$ cat src/rtl/nmca_pkg.sv
// rtl/nmca_pkg.sv - shared sequencer state encoding and descriptor field selects
package nmca_pkg;

  typedef enum logic [2:0] {
    IDLE,
    CLR,
    ISSUE,
    WAIT,
    ADVANCE
  } seq_state_t;

  localparam logic [1:0] CFG_ACTIV  = 2'd0;
  localparam logic [1:0] CFG_WEIGHT = 2'd1;
  localparam logic [1:0] CFG_BIAS   = 2'd2;
  localparam logic [1:0] CFG_OUTPUT = 2'd3;

endpackage

$ cat src/rtl/seq_desc_table.sv
// rtl/seq_desc_table.sv - per-layer base address register file, one write port, one async read port
module seq_desc_table
  import nmca_pkg::*;
#(
  parameter int ADDR_WIDTH = 8,
  parameter int MAX_LAYERS = 4,
  parameter int IDX_WIDTH  = 2
) (
  input  logic                  clk,
  input  logic                  rst,
  input  logic                  wr_en,
  input  logic [IDX_WIDTH-1:0]  wr_idx,
  input  logic [1:0]            wr_field,
  input  logic [ADDR_WIDTH-1:0] wr_data,
  input  logic [IDX_WIDTH-1:0]  rd_idx,
  output logic [ADDR_WIDTH-1:0] rd_activ,
  output logic [ADDR_WIDTH-1:0] rd_weight,
  output logic [ADDR_WIDTH-1:0] rd_bias,
  output logic [ADDR_WIDTH-1:0] rd_output
);

  logic [ADDR_WIDTH-1:0] activ_q  [MAX_LAYERS];
  logic [ADDR_WIDTH-1:0] activ_d  [MAX_LAYERS];
  logic [ADDR_WIDTH-1:0] weight_q [MAX_LAYERS];
  logic [ADDR_WIDTH-1:0] weight_d [MAX_LAYERS];
  logic [ADDR_WIDTH-1:0] bias_q   [MAX_LAYERS];
  logic [ADDR_WIDTH-1:0] bias_d   [MAX_LAYERS];
  logic [ADDR_WIDTH-1:0] output_q [MAX_LAYERS];
  logic [ADDR_WIDTH-1:0] output_d [MAX_LAYERS];

  always_comb begin
    activ_d  = activ_q;
    weight_d = weight_q;
    bias_d   = bias_q;
    output_d = output_q;
    // Slots beyond MAX_LAYERS (non power-of-two tables) silently drop writes.
    if (wr_en && (int'(wr_idx) < MAX_LAYERS)) begin
      unique case (wr_field)
        CFG_ACTIV:  activ_d[wr_idx]  = wr_data;
        CFG_WEIGHT: weight_d[wr_idx] = wr_data;
        CFG_BIAS:   bias_d[wr_idx]   = wr_data;
        CFG_OUTPUT: output_d[wr_idx] = wr_data;
        default:    activ_d[wr_idx]  = activ_q[wr_idx];
      endcase
    end
  end

  always_ff @(posedge clk or posedge rst) begin
    if (rst) begin
      for (int i = 0; i < MAX_LAYERS; i++) begin
        activ_q[i]  <= '0;
        weight_q[i] <= '0;
        bias_q[i]   <= '0;
        output_q[i] <= '0;
      end
    end else begin
      activ_q  <= activ_d;
      weight_q <= weight_d;
      bias_q   <= bias_d;
      output_q <= output_d;
    end
  end

  assign rd_activ  = activ_q[rd_idx];
  assign rd_weight = weight_q[rd_idx];
  assign rd_bias   = bias_q[rd_idx];
  assign rd_output = output_q[rd_idx];

endmodule

$ cat src/rtl/layer_sequencer.sv
// rtl/layer_sequencer.sv - chains linear layer engine runs from a host-written descriptor table
// Define SEQ_TIMEOUT_EN to add a per-layer watchdog that aborts a layer that never finishes.
module layer_sequencer
  import nmca_pkg::*;
#(
  parameter int ADDR_WIDTH     = 8,
  parameter int MAX_LAYERS     = 4,
  parameter int IDX_WIDTH      = 2,
  parameter int M              = 8,
  parameter int TIMEOUT_CYCLES = 4096
) (
  input  logic                  clk,
  input  logic                  rst,
  input  logic                  cfg_we,
  input  logic [IDX_WIDTH-1:0]  cfg_idx,
  input  logic [1:0]            cfg_field,
  input  logic [ADDR_WIDTH-1:0] cfg_data,
  input  logic [IDX_WIDTH:0]    num_layers,
  input  logic                  run,
  output logic                  busy,
  output logic                  all_done,
  output logic                  error,
  output logic [IDX_WIDTH-1:0]  cur_layer,
  output logic                  layer_rst,
  output logic                  layer_start,
  output logic [ADDR_WIDTH-1:0] activ_base,
  output logic [ADDR_WIDTH-1:0] weight_base,
  output logic [ADDR_WIDTH-1:0] bias_base,
  output logic [ADDR_WIDTH-1:0] output_base,
  input  logic                  layer_done,
  input  logic                  layer_out_valid
);

  localparam int CntW = $clog2(M + 2);
  localparam logic [CntW-1:0] CntSat = CntW'(M + 1);
  localparam logic [CntW-1:0] CntExp = CntW'(M);

  if (IDX_WIDTH != $clog2(MAX_LAYERS) || TIMEOUT_CYCLES < 1) begin : g_bad_params
    $error("layer_sequencer: inconsistent parameters");
  end

  seq_state_t state_q, state_d;
  logic [IDX_WIDTH-1:0]  cur_q, cur_d;
  logic [IDX_WIDTH:0]    count_q, count_d;
  logic                  busy_q, busy_d;
  logic                  all_done_q, all_done_d;
  logic                  error_q, error_d;
  logic [CntW-1:0]       cnt_q, cnt_d, cnt_inc;
  logic [ADDR_WIDTH-1:0] activ_q, activ_d, weight_q, weight_d;
  logic [ADDR_WIDTH-1:0] bias_q, bias_d, output_q, output_d;
  logic [ADDR_WIDTH-1:0] rd_activ, rd_weight, rd_bias, rd_output;
  logic                  run_ok;

`ifdef SEQ_TIMEOUT_EN
  localparam int TmoW = $clog2(TIMEOUT_CYCLES + 1);
  localparam logic [TmoW-1:0] TmoLast = TmoW'(TIMEOUT_CYCLES - 1);
  logic [TmoW-1:0] tmo_q, tmo_d;
`endif

  seq_desc_table #(
    .ADDR_WIDTH(ADDR_WIDTH),
    .MAX_LAYERS(MAX_LAYERS),
    .IDX_WIDTH (IDX_WIDTH)
  ) u_desc_table (
    .clk      (clk),
    .rst      (rst),
    .wr_en    (cfg_we),
    .wr_idx   (cfg_idx),
    .wr_field (cfg_field),
    .wr_data  (cfg_data),
    .rd_idx   (cur_q),
    .rd_activ (rd_activ),
    .rd_weight(rd_weight),
    .rd_bias  (rd_bias),
    .rd_output(rd_output)
  );

  assign run_ok  = (num_layers != '0) && (int'(num_layers) <= MAX_LAYERS);
  // A pulse arriving together with layer_done must be part of the compare.
  assign cnt_inc = cnt_q + CntW'(layer_out_valid && (cnt_q != CntSat));

  always_comb begin
    state_d    = state_q;
    cur_d      = cur_q;
    count_d    = count_q;
    busy_d     = busy_q;
    all_done_d = 1'b0;
    error_d    = error_q;
    cnt_d      = cnt_q;
    activ_d    = activ_q;
    weight_d   = weight_q;
    bias_d     = bias_q;
    output_d   = output_q;
`ifdef SEQ_TIMEOUT_EN
    tmo_d      = tmo_q;
`endif
    unique case (state_q)
      IDLE: begin
        if (run) begin
          if (run_ok) begin
            count_d = num_layers;
            cur_d   = '0;
            busy_d  = 1'b1;
            error_d = 1'b0;
            state_d = CLR;
          end else begin
            error_d = 1'b1;
          end
        end
      end
      CLR: begin
        activ_d  = rd_activ;
        weight_d = rd_weight;
        bias_d   = rd_bias;
        output_d = rd_output;
        cnt_d    = '0;
`ifdef SEQ_TIMEOUT_EN
        tmo_d    = '0;
`endif
        state_d  = ISSUE;
      end
      ISSUE: begin
`ifdef SEQ_TIMEOUT_EN
        tmo_d   = tmo_q + TmoW'(1);
`endif
        state_d = WAIT;
      end
      WAIT: begin
        cnt_d = cnt_inc;
`ifdef SEQ_TIMEOUT_EN
        tmo_d = tmo_q + TmoW'(1);
        if (!layer_done && (tmo_q == TmoLast)) begin
          error_d = 1'b1;
          busy_d  = 1'b0;
          state_d = IDLE;
        end else
`endif
        if (layer_done) begin
          if (cnt_inc != CntExp) error_d = 1'b1;
          state_d = ADVANCE;
        end
      end
      ADVANCE: begin
        if ({1'b0, cur_q} == count_q - (IDX_WIDTH + 1)'(1)) begin
          all_done_d = 1'b1;
          busy_d     = 1'b0;
          state_d    = IDLE;
        end else begin
          cur_d   = cur_q + IDX_WIDTH'(1);
          state_d = CLR;
        end
      end
      default: state_d = IDLE;
    endcase
  end

  always_ff @(posedge clk or posedge rst) begin
    if (rst) begin
      state_q    <= IDLE;
      cur_q      <= '0;
      count_q    <= '0;
      busy_q     <= 1'b0;
      all_done_q <= 1'b0;
      error_q    <= 1'b0;
      cnt_q      <= '0;
      activ_q    <= '0;
      weight_q   <= '0;
      bias_q     <= '0;
      output_q   <= '0;
`ifdef SEQ_TIMEOUT_EN
      tmo_q      <= '0;
`endif
    end else begin
      state_q    <= state_d;
      cur_q      <= cur_d;
      count_q    <= count_d;
      busy_q     <= busy_d;
      all_done_q <= all_done_d;
      error_q    <= error_d;
      cnt_q      <= cnt_d;
      activ_q    <= activ_d;
      weight_q   <= weight_d;
      bias_q     <= bias_d;
      output_q   <= output_d;
`ifdef SEQ_TIMEOUT_EN
      tmo_q      <= tmo_d;
`endif
    end
  end

  // Decoded from state so the async reset forces the engine reset immediately.
  assign layer_rst   = (state_q == IDLE) || (state_q == CLR);
  assign layer_start = (state_q == ISSUE);
  assign busy        = busy_q;
  assign all_done    = all_done_q;
  assign error       = error_q;
  assign cur_layer   = cur_q;
  assign activ_base  = activ_q;
  assign weight_base = weight_q;
  assign bias_base   = bias_q;
  assign output_base = output_q;

endmodule
$ cat config.mk
export PLATFORM = sky130hd
export DESIGN_NAME = layer_sequencer
export DESIGN_NICKNAME = d
export VERILOG_FILES = /design/src/rtl/nmca_pkg.sv /design/src/rtl/seq_desc_table.sv /design/src/rtl/layer_sequencer.sv
export SDC_FILE = /design/constraint.sdc
export NUM_CORES = 1
export LEC_CHECK = 0
export ABC_AREA = 1
export BUFFER_PORTS_ARGS = -buffer_cell sky130_fd_sc_hd__buf_2
export CAP_MARGIN = 20
export CORE_ASPECT_RATIO = 0.7
export CORE_MARGIN = 2
export CORE_UTILIZATION = 45
export CTS_CLUSTER_DIAMETER = 200
export DETAILED_ROUTE_END_ITERATION = 10
export SLEW_MARGIN = 10
export SYNTH_ARGS = -nofsm -noshare
export SYNTH_HDL_FRONTEND = slang
export SYNTH_SLANG_ARGS = --single-unit
export TNS_END_PERCENT = 10
$ cat constraint.sdc
create_clock -name clk -period 6.1 [get_ports clk]
set_input_delay 0.915 -clock clk [delete_from_list [all_inputs] [get_ports clk]]
set_output_delay 0.915 -clock clk [all_outputs]
set_load 0.05 [all_outputs]
# --- Word level (Yosys, flattened, before mapping) ---
# Index checks and enable logic that the tools add are counted.
classes:
  magnitude_cmp: 4
  n_mul: 0
  mux: 39
  shifts: 0
  n_bitwise: 2
  div_mod_pow: 0
  eq_ne: 16
  n_reduce_logical: 19
  n_addsub: 3
op_table:
  columns: ["op", "n"]
  rows:
  - ["$bwmux W32", 4]
  - ["$mux W8", 9]
  - ["$bmux W8 S2", 4]
  - ["$demux W8 S2", 1]
  - ["$pmux W3 S5", 1]
  - ["$ne A2 B2 Y1 const B", 6]
  - ["$reduce_and A4 Y1", 3]
  - ["$mux W1", 10]
  - ["$mux W3", 3]
  - ["$ne A4 B4 Y1 const B", 2]
  - ["$pmux W4 S2", 1]
  - ["$reduce_and A2 Y1", 4]
  - ["$eq A3 B2 Y1 const B", 2]
  - ["$ge A3 B3 Y1 const B", 2]
  - ["$mux W2", 3]
  - ["$not A2 Y3", 2]
  - ["$reduce_and A3 Y1", 2]
  - ["$reduce_bool A2 Y1", 3]
  - ["$add A4 B1 Y4", 1]
  - ["$eq A2 B2 Y1 const B", 2]
  - ["$pmux W1 S2", 2]
  - ["$pmux W2 S2", 1]
  - ["$eq A2 B3 Y1", 1]
  - ["$eq A3 B1 Y1 const B", 1]
  - ["11 further kinds", 13]
totals:
  latchBits: 0
  register_bits: 175
  inputBits: 21
  mem_count: 0
  mem_bits_rw: 0
  output_inout_bits: 39
  rom_bits: 0

# --- Depth between registers and ports, before layout ---
# Gate-level depths: netlist of run 1.
logic_depth:
  word_depth: 7
  mapped_depth: 15

# --- By module ---
# From an unflattened synthesis of run 1, not the netlist that was laid out.
unflattened:
  cells_unflattened: 1028
  hier_area_um2: 8563.2
modules_own_cells:
  columns: ["module", "instances", "area_each_um2", "cells_each"]
  rows:
  - ["seq_desc_table", 1, 6353.6, 845]
  - ["layer_sequencer", 1, 2209.6, 183]

# --- Worst setup path before layout of run 1 ---
# OpenSTA, ideal clock, no wires.
synth_timing:
  path_kind: "register -> output"
  start: "register state_q[0]"
  end: "output layer_start"
  setup_slack_ns: 3.668
  path_stages_with_launch: 2
  arrival_time_ns: 1.517
  cell_sequence: "dfrtp_1 -> nor3_1"
synth_via:
  elab_chain_cells: 1
synth_rtl:
  columns: ["item", "line_no", "text"]
  rows:
  - ["from (decl)", "layer_sequencer.sv:42", "seq_state_t state_q, state_d;"]
  - ["from (signal assigned)", "layer_sequencer.sv:174", "state_q <= state_d;"]
  - ["$eq A3 B2 Y1", "layer_sequencer.sv:193", "assign layer_start = (state_q == ISSUE);"]
  - ["to (decl)", "layer_sequencer.sv:25", "output logic layer_start,"]
# No other way between the ends.

# --- Worst setup path in the final report of run 1 ---
layout_timing:
  start: "register state_q[2]"
  end: "output layer_rst"
layout_via:
  elab_chain_cells: 2
  word_cells_on_any_way: 3
layout_rtl:
  columns: ["item", "line_no", "text"]
  rows:
  - ["$eq A3 B1 Y1 / $logic_not A3 Y1 (equally long branches)", "layer_sequencer.sv:192", "assign layer_rst = (state_q == IDLE) || (state_q == CLR);"]
  - ["$logic_or A1 B1 Y1 (*)", "layer_sequencer.sv:192", null]
  - ["to (decl)", "layer_sequencer.sv:24", "output logic layer_rst,"]
# Every way passes the cells marked *; elsewhere a longest branch is shown, timed or not.

==> impl_metrics.tcl, run 1 <==
set metrics [dict create \
    grt_max_degree 89 \
    crit_arrival_ns 2.38 \
    fin_skew_ns 0.00568 \
    crit_path_end_kind "primary output" \
    critPathMaxFanout 39 \
    wl_per_cell_um 16.0 \
    maxSlewViolCount 0 \
    hp-class "reg -> reg" \
    synth_edf_count 0 \
    async_reset_ff_share_pct 100 \
    ys.flop_type "dfrtp_1" \
    boundaryPins 60 \
    vdd_drop_max_mv 0.181 \
    die_width_um 159 \
    synth_top_cell_area_share_pct 57.8 \
    viasPerCell 5.11 \
    rsz0062_at_grt "no" \
    drive_gt1_share_pct 11.3 \
    fin_util_pct 52.0 \
    avgSynthCellArea_um2 8.57 \
    ys_ff_latch 175 \
    p_per_area_nw_per_um2 469 \
    hold_violations 0 \
    synth-seq-area-share_pct 57.8 \
    synth_most_common_cell "nand2_1" \
    place_congestion 0.818 \
    dieArea_um2 17900 \
    drt-initial-drc-count 422 \
    fmax_mhz 304 \
    syn_nets 908 \
    initial_core_util_pct 46.2 \
    synth_mux_area_share_pct 0 \
    n_antenna_cell 0 \
    syn_area_um2 7580 \
    period_share_pct 54.0 \
    synth-xor-area-share_pct 0.347 \
    synthCells 884 \
    vias 5894 \
    critPathKind "reg -> out" \
    fill_cells 1532 \
    slew_headroom_pct 31.8 \
    dp_hpwl_mm 11.1 \
    leakage_uw 0.00421 \
    cts_setup_buffers 0 \
    crit_required_ns 5.18 \
    cts_tree "yes" \
    htreeDepth 4 \
    period_minus_slack_ns 3.29 \
    synth-simple-area-share_pct 18.2 \
    antenna_found_initial 0 \
    clk_latency_ns 0.43 \
    run_status "finished clean" \
    synth_top_family_by_area "simple AND/OR/NAND/NOR gates" \
    cts.path.max_buffers 2 \
    die_h_um 113 \
    num_rows 39 \
    gr-total-overflow 0 \
    start_kind "register" \
    io_buffer_count 59 \
    synth_cell_types 26 \
    clkSinkCount 175 \
    timing.setup.tns_ns 0 \
    synthAdderAreaFrac_pct 0.495 \
    clkTransAtPathRegs_ns 0.06 \
    routed_wl_mm 18.5 \
    cts.repair.resized 0 \
    fp.coreArea_um2 16400 \
    synth_top_cell_by_area "dfrtp_1" \
    cts-root-buf "clkbuf_16" \
    tightest_slew_ns 1.02 \
    numCtsBuffers 17 \
    fin_nets 941 \
    netlist_top_cells_area "dfrtp_1 (58%), nand2_1 (12%), o21ai_0 (12%), nor2_1 (3.8%), inv_1 (2.5%)" \
    synth_compound_area_share_pct 17.1 \
    holdBufCountCts 0 \
    track_usage_pct 21.7 \
    grt_pass1_wl_mm 30.1 \
    area_growth_pct 12.6 \
    yosys_warnings 0 \
    ant_nets 0 \
    grt_pass1_vias 5546 \
    max_cap_violations 0 \
    synthTopCellsByCount "nand2_1 (247), o21ai_0 (179), dfrtp_1 (175)" \
    drt_pass1_iterations 5 \
    setup_viol 0 \
    route.detailed.drc 0 \
]
[worst max-delay path, stage by stage (launching register included)]
cell and delay, ns:
dfrtp_1 0.38, inv_1 0.09, nand2_1 0.14, nor2_4 0.10, buf_4 0.43, inv_2 0.38, nand2_1 0.13, buf_2 0.27
[cells in the final DEF, fill, tap and decap left out, drive strengths merged, types with 14 or more instances in the layout]
cell type and n:
nand2 247, o21ai 190, dfrtp 175, nor2 79, buf 65, inv 54, a21oi 26, clkbuf 26
o22ai 25, nand3 14
[through the flow]
stage / hold slack [ns] / total power (uW) / cell area [um2] / setup slack, ns / std cells
6_report: 0.469 / 4000 / 8530 / 2.81 / 1154
4_1_cts: 0.469 / 4030 / 8530 / 2.80 / 1154
3_5_place_dp: 0.453 / 2960 / 7960 / 3.28 / 1123
3_3_place_gp: 0.453 / 2950 / 7960 / 3.31 / 1123
5_1_grt: 0.496 / 4260 / 8530 / 2.63 / 1154
2_1_floorplan: 0.448 / 2620 / 7580 / 0.440 / 884
[report_power, final]
group / switching (uW) / internal (uW) / total [uW]
Combinational: 968 / 367 / 1330
Sequential: 152 / 1450 / 1610
Clock: 432 / 624 / 1060
[cell type report]
type / instances / area [um2] / area share [%]
clock buffers: 26 / 519 / 6.09
clock inverters: 5 / 52.6 / 0.616
inverters: 55 / 211 / 2.48
multi-input cells: 603 / 2750 / 32.2
flip-flops and latches: 175 / 4380 / 51.3
well taps: 225 / 282 / 3.30
repair buffers: 65 / 340 / 3.99
[cell families (layout without fill, tap and decap cells)]
group           count (synthesis)  after routing
simple gates                  348            348
compound gates                249            249
flops                         175            175
buf+inv                       106            151
fa+ha+maj                       3              3
xor+xnor                        3              3
[worst paths after layout]
check / cells past startpoint / slack (ns) / endpoint / start
max: 7 / 2.81 / layer_rst / state_q[2]
min: 2 / 0.47 / error / error
max reg2reg: 5 / 4.12 / bias_base[3] / cur_layer[0]
min reg2reg: 2 / 0.47 / error / error
max in group asynchronous: 3 / 4.35 / cur_layer[0] / rst
min in group asynchronous: 2 / 0.66 / weight_base[0] / rst
[registers in the layout, summed over array words and instances, names as in the netlist, 8 cells and up]
register / flops
bias_base: 8
u_desc_table.activ_q: 32
weight_base: 8
u_desc_table.output_q: 32
output_base: 8
u_desc_table.weight_q: 32
u_desc_table.bias_q: 32
activ_base: 8
[per-layer routing]
metal / vias to the layer above / GRT usage (%) / routed length, um
met2: 110 / 31.7 / 7990
met4: 0 / 8.18 / 268
met5: - / 0 / 0
met3: 21 / 3.77 / 676
met1: 2813 / 32.5 / 9530
li1: 2950 / - / -
(Power assumes the default switching activity.)
==> run 2, diff against run 1 <==
- PLACE_DENSITY: default -> 0.65
- clock period: 6.1 -> 3.01 ns (I/O delays scaled with it)
==> run 2 against run 1 <==
Against the previous run:
- total power increased by 110%
- clock power increased by 120%
- critical path depth decreased by 1
- via count increased by 0.92%
- critical endpoint unchanged
- highest routed layer unchanged
- flip-flop and latch count unchanged
- combinational power increased by 100%
- core utilization increased by 0.54 points
- count of clock-buffer cells in the layout decreased by 9
==> impl_metrics.tcl, run 2 (synthesized netlist as in run 1, its figures left out) <==
set metrics [dict create \
    grt_pass1_wl_mm 29.9 \
    fin_skew_ns 0.00768 \
    p_per_area_nw_per_um2 955 \
    dp_hpwl_mm 11.1 \
    place_congestion 0.830 \
    drive_gt1_share_pct 12.1 \
    cts.path.max_buffers 2 \
    vias 5948 \
    hp-class "in -> async" \
    wl_per_cell_um 15.5 \
    fp.coreArea_um2 16400 \
    routed_wl_mm 18.0 \
    die_width_um 159 \
    viasPerCell 5.13 \
    initial_core_util_pct 46.2 \
    clk_latency_ns 0.43 \
    rsz0062_at_grt "no" \
    route.detailed.drc 0 \
    fin_util_pct 52.6 \
    fmax_mhz 440 \
    start_kind "register" \
    run_status "finished clean" \
    cts_tree "yes" \
    hold_violations 0 \
    htreeDepth 4 \
    drt-initial-drc-count 405 \
    numCtsBuffers 17 \
    setup_viol 0 \
    slew_headroom_pct 50.0 \
    dieArea_um2 17900 \
    crit_arrival_ns 1.82 \
    critPathMaxFanout 17 \
    layout_common_cells "nand2_1 (247), o21ai_0 (179), dfrtp_1 (174), nor2_1 (76), buf_2 (59)" \
    holdWs_ns 0.0734 \
    maxSlewViolCount 0 \
    boundaryPins 60 \
    drt_pass1_iterations 4 \
    tightest_slew_ns 0.749 \
    holdBufCountCts 0 \
    period_share_pct 75.5 \
    max_cap_violations 0 \
    gr-total-overflow 0 \
    track_usage_pct 21.3 \
    vdd_drop_max_mv 0.423 \
    timing.setup.tns_ns 0 \
    clkSinkCount 175 \
    area_growth_pct 13.8 \
    antenna_found_initial 0 \
    leakage_uw 0.00423 \
    die_h_um 113 \
    n_antenna_cell 0 \
    cts-root-buf "clkbuf_16" \
    clkTransAtPathRegs_ns 0.07 \
    fill_cells 1581 \
    num_rows 39 \
    cts_setup_buffers 0 \
    io_buffer_count 59 \
    final_common_cell "nand2_1" \
    period_minus_slack_ns 2.27 \
    critPathKind "reg -> out" \
    fin_nets 945 \
    crit_path_end_kind "primary output" \
    crit_required_ns 2.56 \
    grt_pass1_vias 5622 \
    cts.repair.resized 0 \
    grt_max_degree 84 \
    ant_nets 0 \
]
[run 2: changes by cell type in the layout (fill, tap and decap cells not counted), sizes merged]
cell	before	now
clkbuf	26	17
clkinvlp	1	6
buf	65	69
inv	54	58
bufinv	1	3
clkinv	4	3
[run 2: final timing paths]
kind                                    from                 endpoint  slack, ns  depth (start not counted)
worst max register to register      cnt_q[1]                    error       1.16                         12
worst min register to register  bias_base[0]             bias_base[0]       0.48                          2
worst max-delay path              state_q[2]                layer_rst       0.74                          6
worst min-delay path                     rst           weight_base[0]       0.07                          2
min in group clk                 cfg_data[5]  u_desc_table.bias_q[21]       0.26                          3
max in group asynchronous                rst             cur_layer[0]       2.12                          3
[run 2: through the flow]
step           cell area (um2)  setup slack, ns  total power [uW]  instances
2_1_floorplan             7580            0.320              5320        884
3_3_place_gp              8010             1.21              5960       1127
3_5_place_dp              8010             1.18              6000       1127
4_1_cts                   8620            0.722              8290       1159
5_1_grt                   8620            0.611              8780       1159
6_report                  8620            0.737              8240       1159
[run 2: final cells by class]
cell class / instances / area, um2 / area share [%]
timing repair buffer: 69 / 395 / 4.59
tap: 225 / 282 / 3.27
clock buffer: 17 / 425 / 4.94
clock inverter: 15 / 181 / 2.10
inverter: 55 / 210 / 2.44
multi-input combinational: 603 / 2750 / 31.8
sequential: 175 / 4380 / 50.8
[run 2: critical path, cell delays in order (launching register included)]
cell and delay (ns):
dfrtp_1 0.38, inv_1 0.08, nand2_1 0.14, nor2_4 0.39, inv_2 0.07, nand2_1 0.08
buf_2 0.26
[run 2: report_power, final]
part,internal (uW),switching (uW),total (uW)
logic,763,1940,2700
registers,2950,300,3250
clock network,1320,973,2290
total,5020,3210,8240
[run 2: routing by layer]
metal,GRT usage (%),vias up,wire length [um]
met4,5.64,0,211
met2,31.8,137,7710
met3,3.81,14,860
met1,32.1,2841,9230
li1,-,2956,-
met5,0,-,0
